$ cat src/rtl/seqmul_arbiter.sv
// Two-requester round-robin front end feeding a shift-add unsigned multiplier.
// One operation is in flight at a time. The result is held until the consumer
// takes it, and only then can the next request be accepted.
module seqmul_arbiter #(
    parameter int WIDTH = 16
) (
    input  logic                 clk,
    input  logic                 reset,
    input  logic                 req0_valid,
    input  logic [WIDTH-1:0]     req0_a,
    input  logic [WIDTH-1:0]     req0_b,
    output logic                 req0_ready,
    input  logic                 req1_valid,
    input  logic [WIDTH-1:0]     req1_a,
    input  logic [WIDTH-1:0]     req1_b,
    output logic                 req1_ready,
    output logic                 rsp_valid,
    input  logic                 rsp_ready,
    output logic                 rsp_id,
    output logic [2*WIDTH-1:0]   rsp_product,
    output logic                 busy
);

    // The counter has to reach WIDTH itself, because the DONE transition
    // spends one extra edge after the last iteration.
    localparam int CW = $clog2(WIDTH + 1);

    typedef enum logic [1:0] {
        IDLE = 2'd0,
        CALC = 2'd1,
        DONE = 2'd2
    } state_t;

    state_t           state;
    logic [WIDTH-1:0] mcand;
    logic [WIDTH-1:0] mplr;
    logic [WIDTH:0]   acc;
    logic [CW-1:0]    count;
    logic             last_served;
    logic             id_q;
    logic             valid_q;
    logic             grant0;
    logic             grant1;
    logic [WIDTH:0]   sum;

    // Grant is combinational in IDLE. On a tie it goes to the requester not
    // served last. Both grants are held low while reset is asserted.
    always_comb begin
        grant0 = 1'b0;
        grant1 = 1'b0;
        if (state == IDLE && reset) begin
            if (req0_valid && req1_valid) begin
                grant0 = last_served;
                grant1 = ~last_served;
            end else begin
                grant0 = req0_valid;
                grant1 = req1_valid;
            end
        end
    end

    // Conditional add for one iteration. The carry bit of acc is always 0 at
    // this point because the previous shift cleared it.
    always_comb begin
        sum = acc;
        if (mplr[0]) begin
            sum = acc + {1'b0, mcand};
        end
    end

    assign req0_ready  = grant0;
    assign req1_ready  = grant1;
    assign rsp_valid   = valid_q;
    assign rsp_id      = id_q;
    assign rsp_product = {acc[WIDTH-1:0], mplr};
    assign busy        = (state != IDLE);

    // Control FSM and datapath. The product is built in {acc, mplr}, which
    // shifts right as a single register on each iteration.
    always_ff @(posedge clk or negedge reset) begin
        if (!reset) begin
            state       <= IDLE;
            mcand       <= '0;
            mplr        <= '0;
            acc         <= '0;
            count       <= '0;
            last_served <= 1'b1;
            id_q        <= 1'b0;
            valid_q     <= 1'b0;
        end else begin
            case (state)
                IDLE: begin
                    if (grant0 || grant1) begin
                        mcand       <= grant1 ? req1_a : req0_a;
                        mplr        <= grant1 ? req1_b : req0_b;
                        acc         <= '0;
                        count       <= '0;
                        id_q        <= grant1;
                        last_served <= grant1;
                        state       <= CALC;
                    end
                end
                CALC: begin
                    if (count == CW'(WIDTH)) begin
                        valid_q <= 1'b1;
                        state   <= DONE;
                    end else begin
                        acc   <= {1'b0, sum[WIDTH:1]};
                        mplr  <= {sum[0], mplr[WIDTH-1:1]};
                        count <= count + CW'(1);
                    end
                end
                DONE: begin
                    if (rsp_ready) begin
                        valid_q <= 1'b0;
                        state   <= IDLE;
                    end
                end
                default: begin
                    state <= IDLE;
                end
            endcase
        end
    end

endmodule

$ cat config.mk
export PLATFORM = sky130hd
export DESIGN_NAME = seqmul_arbiter
export DESIGN_NICKNAME = d
export VERILOG_FILES = /design/src/rtl/seqmul_arbiter.sv
export SDC_FILE = /design/constraint.sdc
export NUM_CORES = 1
export LEC_CHECK = 0
export BUFFER_PORTS_ARGS = -buffer_cell sky130_fd_sc_hd__buf_2
export CAP_MARGIN = 20
export CELL_PAD_IN_SITES_DETAIL_PLACEMENT = 1
export CELL_PAD_IN_SITES_GLOBAL_PLACEMENT = 2
export CORE_UTILIZATION = 33
export DETAILED_ROUTE_END_ITERATION = 8
export PLACE_DENSITY_LB_ADDON = 0.1
export RECOVER_POWER = 50
export SLEW_MARGIN = 40
export SYNTH_ARGS = -nofsm -noshare
export SYNTH_HDL_FRONTEND = slang
export SYNTH_SLANG_ARGS = --single-unit
$ cat constraint.sdc
create_clock -name clk -period 5.5 [get_ports clk]
set_input_delay 0.275 -clock clk [delete_from_list [all_inputs] [get_ports clk]]
set_output_delay 0.275 -clock clk [all_outputs]
set_load 0.05 [all_outputs]
==> run_results.csv <==
group,metric,value,unit
timing,period_share,0.492,
cells_and_area,design_area,4450,sq um
flow_run,cap_viol_max_count,0,
place,place_area,4280,sq um
pwr,p_per_area,736,nW/um^2
synthesis,yosysUniqueCellTypes,53,
drt,drtIter0Drc,113,
synthesis,ys_warn_count,0,
cts,cts_root_buffer,"clkbuf_8",
timing,rsz0062_at_grt,"no",
synthesis,synthArstFlopShare,1.00,
pwr,p_total,3.27,mW
grt,antenna_found_initial,1,
grt,grt_pass1_wl,17900,um
worst_setup_path,reg2reg_depth,8,
timing,report.final.slew_viol_count,0,
worst_setup_path,reg2reg_to,"acc[9]$_DFFE_PN0P_",
die,die_area,11500,sq um
worst_setup_path,r2r_setup_slack,2.92,ns
cells_and_area,layout-drive-gt1-share,0.237,
worst_setup_path,required,5.22,ns
worst_setup_path,critPathMaxFanout,59,
drt,drc,0,
die,start_util,0.338,
grt,grt-ovfl-total,0,
synthesis,syn_nets,505,
run_status,status,"finished clean",
cts,clk_latency,0.34,ns
drt,totalWireLength,10600,um
die,coreArea,10800,sq um
cts,htree_levels,3,
synthesis,syn_area_per_cell,8.75,sq um
drt,wire_per_inst,16.1,um
cells_and_area,fin_util,0.412,
timing,relSlewSlack,0.530,
cts,clk_pin_slew,0.06,ns
synthesis,yosys-top-cells-count,"nand2_1 (69), dfrtp_1 (57), nor2_1 (40), a21oi_1 (37)",
cts,cts_buffer_depth,2,
die,die_x,107,um
cells_and_area,antennaDiodeCount,0,
pwr,pwr-share-clk,0.113,
synthesis,yosysSeqAreaShare,0.398,
pwr,switchingPower,1.72,mW
synthesis,ys_ff_latch,58,
timing,hold_ws,0.0104,ns
place,numPortBuffers,105,
synthesis,synth_edf_count,0,
timing,final-hold-violation-count,0,
place,hpwl,7990,um
timing,fmax,370,MHz
drt,vias,3382,
cts,cts_setup_buffers,0,
place,place_congestion,0.786,
pwr,power_frac_comb,0.637,
pwr,p_leak,2.15,nW
synthesis,synth_area_leaders,"dfrtp_1 (39%), nand2_1 (7.1%), ha_1 (6.2%)",
pwr,seqPwrFrac,0.250,
drt,drt_pass1_iterations,4,
worst_setup_path,path_class,"in -> out",
timing,tightest_slew,0.704,ns
timing,finalClockSkew,0.00700,ns
cts,cts_resized,0,
timing,fin_setup_tns,0,ns
cells_and_area,multi_input_area,2050,sq um
worst_setup_path,rr_startpoint,"acc[0]$_DFFE_PN0P_",
pwr,ir_drop,0.301,mV
grt,grt_usage,0.201,
synthesis,synth_top_area_frac,0.391,
cells_and_area,fillers,1331,
worst_setup_path,critPathCaptureType,"output pin",
synthesis,synthCells,417,
synthesis,mappedNetlistArea,3650,sq um
grt,grt_pass1_vias,3541,
die,placementRows,38,
cts,ctsHoldBuffers,0,
synthesis,synth.most_common_cell,"nand2_1",
pwr,intPower,1.55,mW
grt,grt_max_degree,60,
cells_and_area,final_net_count,601,
timing,finalCriticalPeriod,2.70,ns
cells_and_area,syn_to_final_growth,21.8,%
worst_setup_path,start_kind,"input port",
synthesis,synth-main-ff-cell,"dfrtp_1",
cts,cts_tree,"yes",
drt,vias_per_cell,5.14,
pwr,p_sw_frac,0.527,
timing,setup_viol,0,
worst_hold_path,hp-class,"in -> async",
die,fp.dieH,107,um
worst_setup_path,arrival,2.43,ns
cells_and_area,final-seq-area,1450,sq um
synthesis,synth_top_area_cell,"dfrtp_1",
cts,numCtsBuffers,9,
die,io-pin-count,106,
cts,cts_num_sinks,58,
drt,ant_nets,0,
-- power groups by stage --
stage,Clock (mW),Combinational (mW),Sequential [mW]
after global placement,0,2.06,0.816
after CTS,0.380,2.12,0.819
after detailed placement,0,2.11,0.824
after global routing,0.399,2.31,0.848
final,0.368,2.09,0.818
after floorplan,0,1.27,1.15
-- registers in the layout, indices dropped and copies added, names as in the netlist --
register     cells
acc             16
count            5
last_served      1
mcand           16
mplr            16
rsp_id           1
rsp_valid        1
state            2
-- cells in the final DEF (no fill, tap or decap), types with 7 or more instances in the layout --
| master | synthesis | layout |
|---|---|---|
| buf_2 | 11 | 89 |
| nand2_1 | 69 | 69 |
| dfrtp_1 | 57 | 57 |
| nor2_1 | 40 | 40 |
| a21oi_1 | 37 | 37 |
| o21ai_1 | 21 | 21 |
| mux2i_1 | 21 | 21 |
| o21ai_0 | 19 | 19 |
| ha_1 | 18 | 18 |
| clkbuf_1 | 7 | 18 |
| a31oi_1 | 17 | 17 |
| clkbuf_8 | 0 | 12 |
| nor3b_1 | 9 | 9 |
| xor2_1 | 9 | 9 |
| nand3_1 | 7 | 7 |
| xnor2_1 | 7 | 7 |
-- layer usage --
layer / GRT usage / routed length [um]
met5: 0 / 10
met4: 0.0636 / 114
met3: 0.0444 / 421
met2: 0.328 / 5070
met1: 0.263 / 4960
-- critical path, stage by stage --
cell,delay (ns)
buf_2,0.08
buf_6,0.43
nor3b_4,0.37
nand3_4,0.45
inv_2,0.44
buf_2,0.33
-- metrics by stage --
| step | worst slack [ns] | instances |
|---|---|---|
| final | 2.80 | 658 |
| after global routing | 2.54 | 658 |
| after CTS | 2.52 | 658 |
| after detailed placement | 2.54 | 642 |
| after global placement | 2.58 | 641 |
| after floorplan | 2.93 | 417 |
-- worst max path at each step --
| stage | startpoint | end | slack [ns] |
|---|---|---|---|
| 2_1_floorplan | acc[0]$_DFFE_PN0P_ | acc[9]$_DFFE_PN0P_ | 2.93 |
| 6_report | reset | req1_ready | 2.80 |
| 4_1_cts | reset | req1_ready | 2.52 |
| 3_5_place_dp | reset | req1_ready | 2.54 |
| 3_3_place_gp | reset | req1_ready | 2.58 |
| 5_1_grt | reset | req1_ready | 2.54 |
-- area by class of cell --
| type | count | share of cell area |
|---|---|---|
| sequential | 58 | 0.327 |
| timing repair buffer | 110 | 0.127 |
| clock buffer | 14 | 0.0388 |
| tap | 140 | 0.0394 |
| clock inverter | 2 | 0.00225 |
| inverter | 5 | 0.00422 |
| multi-input combinational | 329 | 0.461 |
-- cells by family after synthesis --
logic type                 after synthesis  synth area share
and+or+nand+nor                        152             0.197
AOI/OAI and AO/OA                      119             0.195
DFF                                     58             0.398
buffers and inverters                   30            0.0408
muxes                                   23            0.0638
adders and majority gates               19            0.0672
xor gates and xnor gates                16            0.0384
Note: power is estimated with default switching activity, not from simulation.
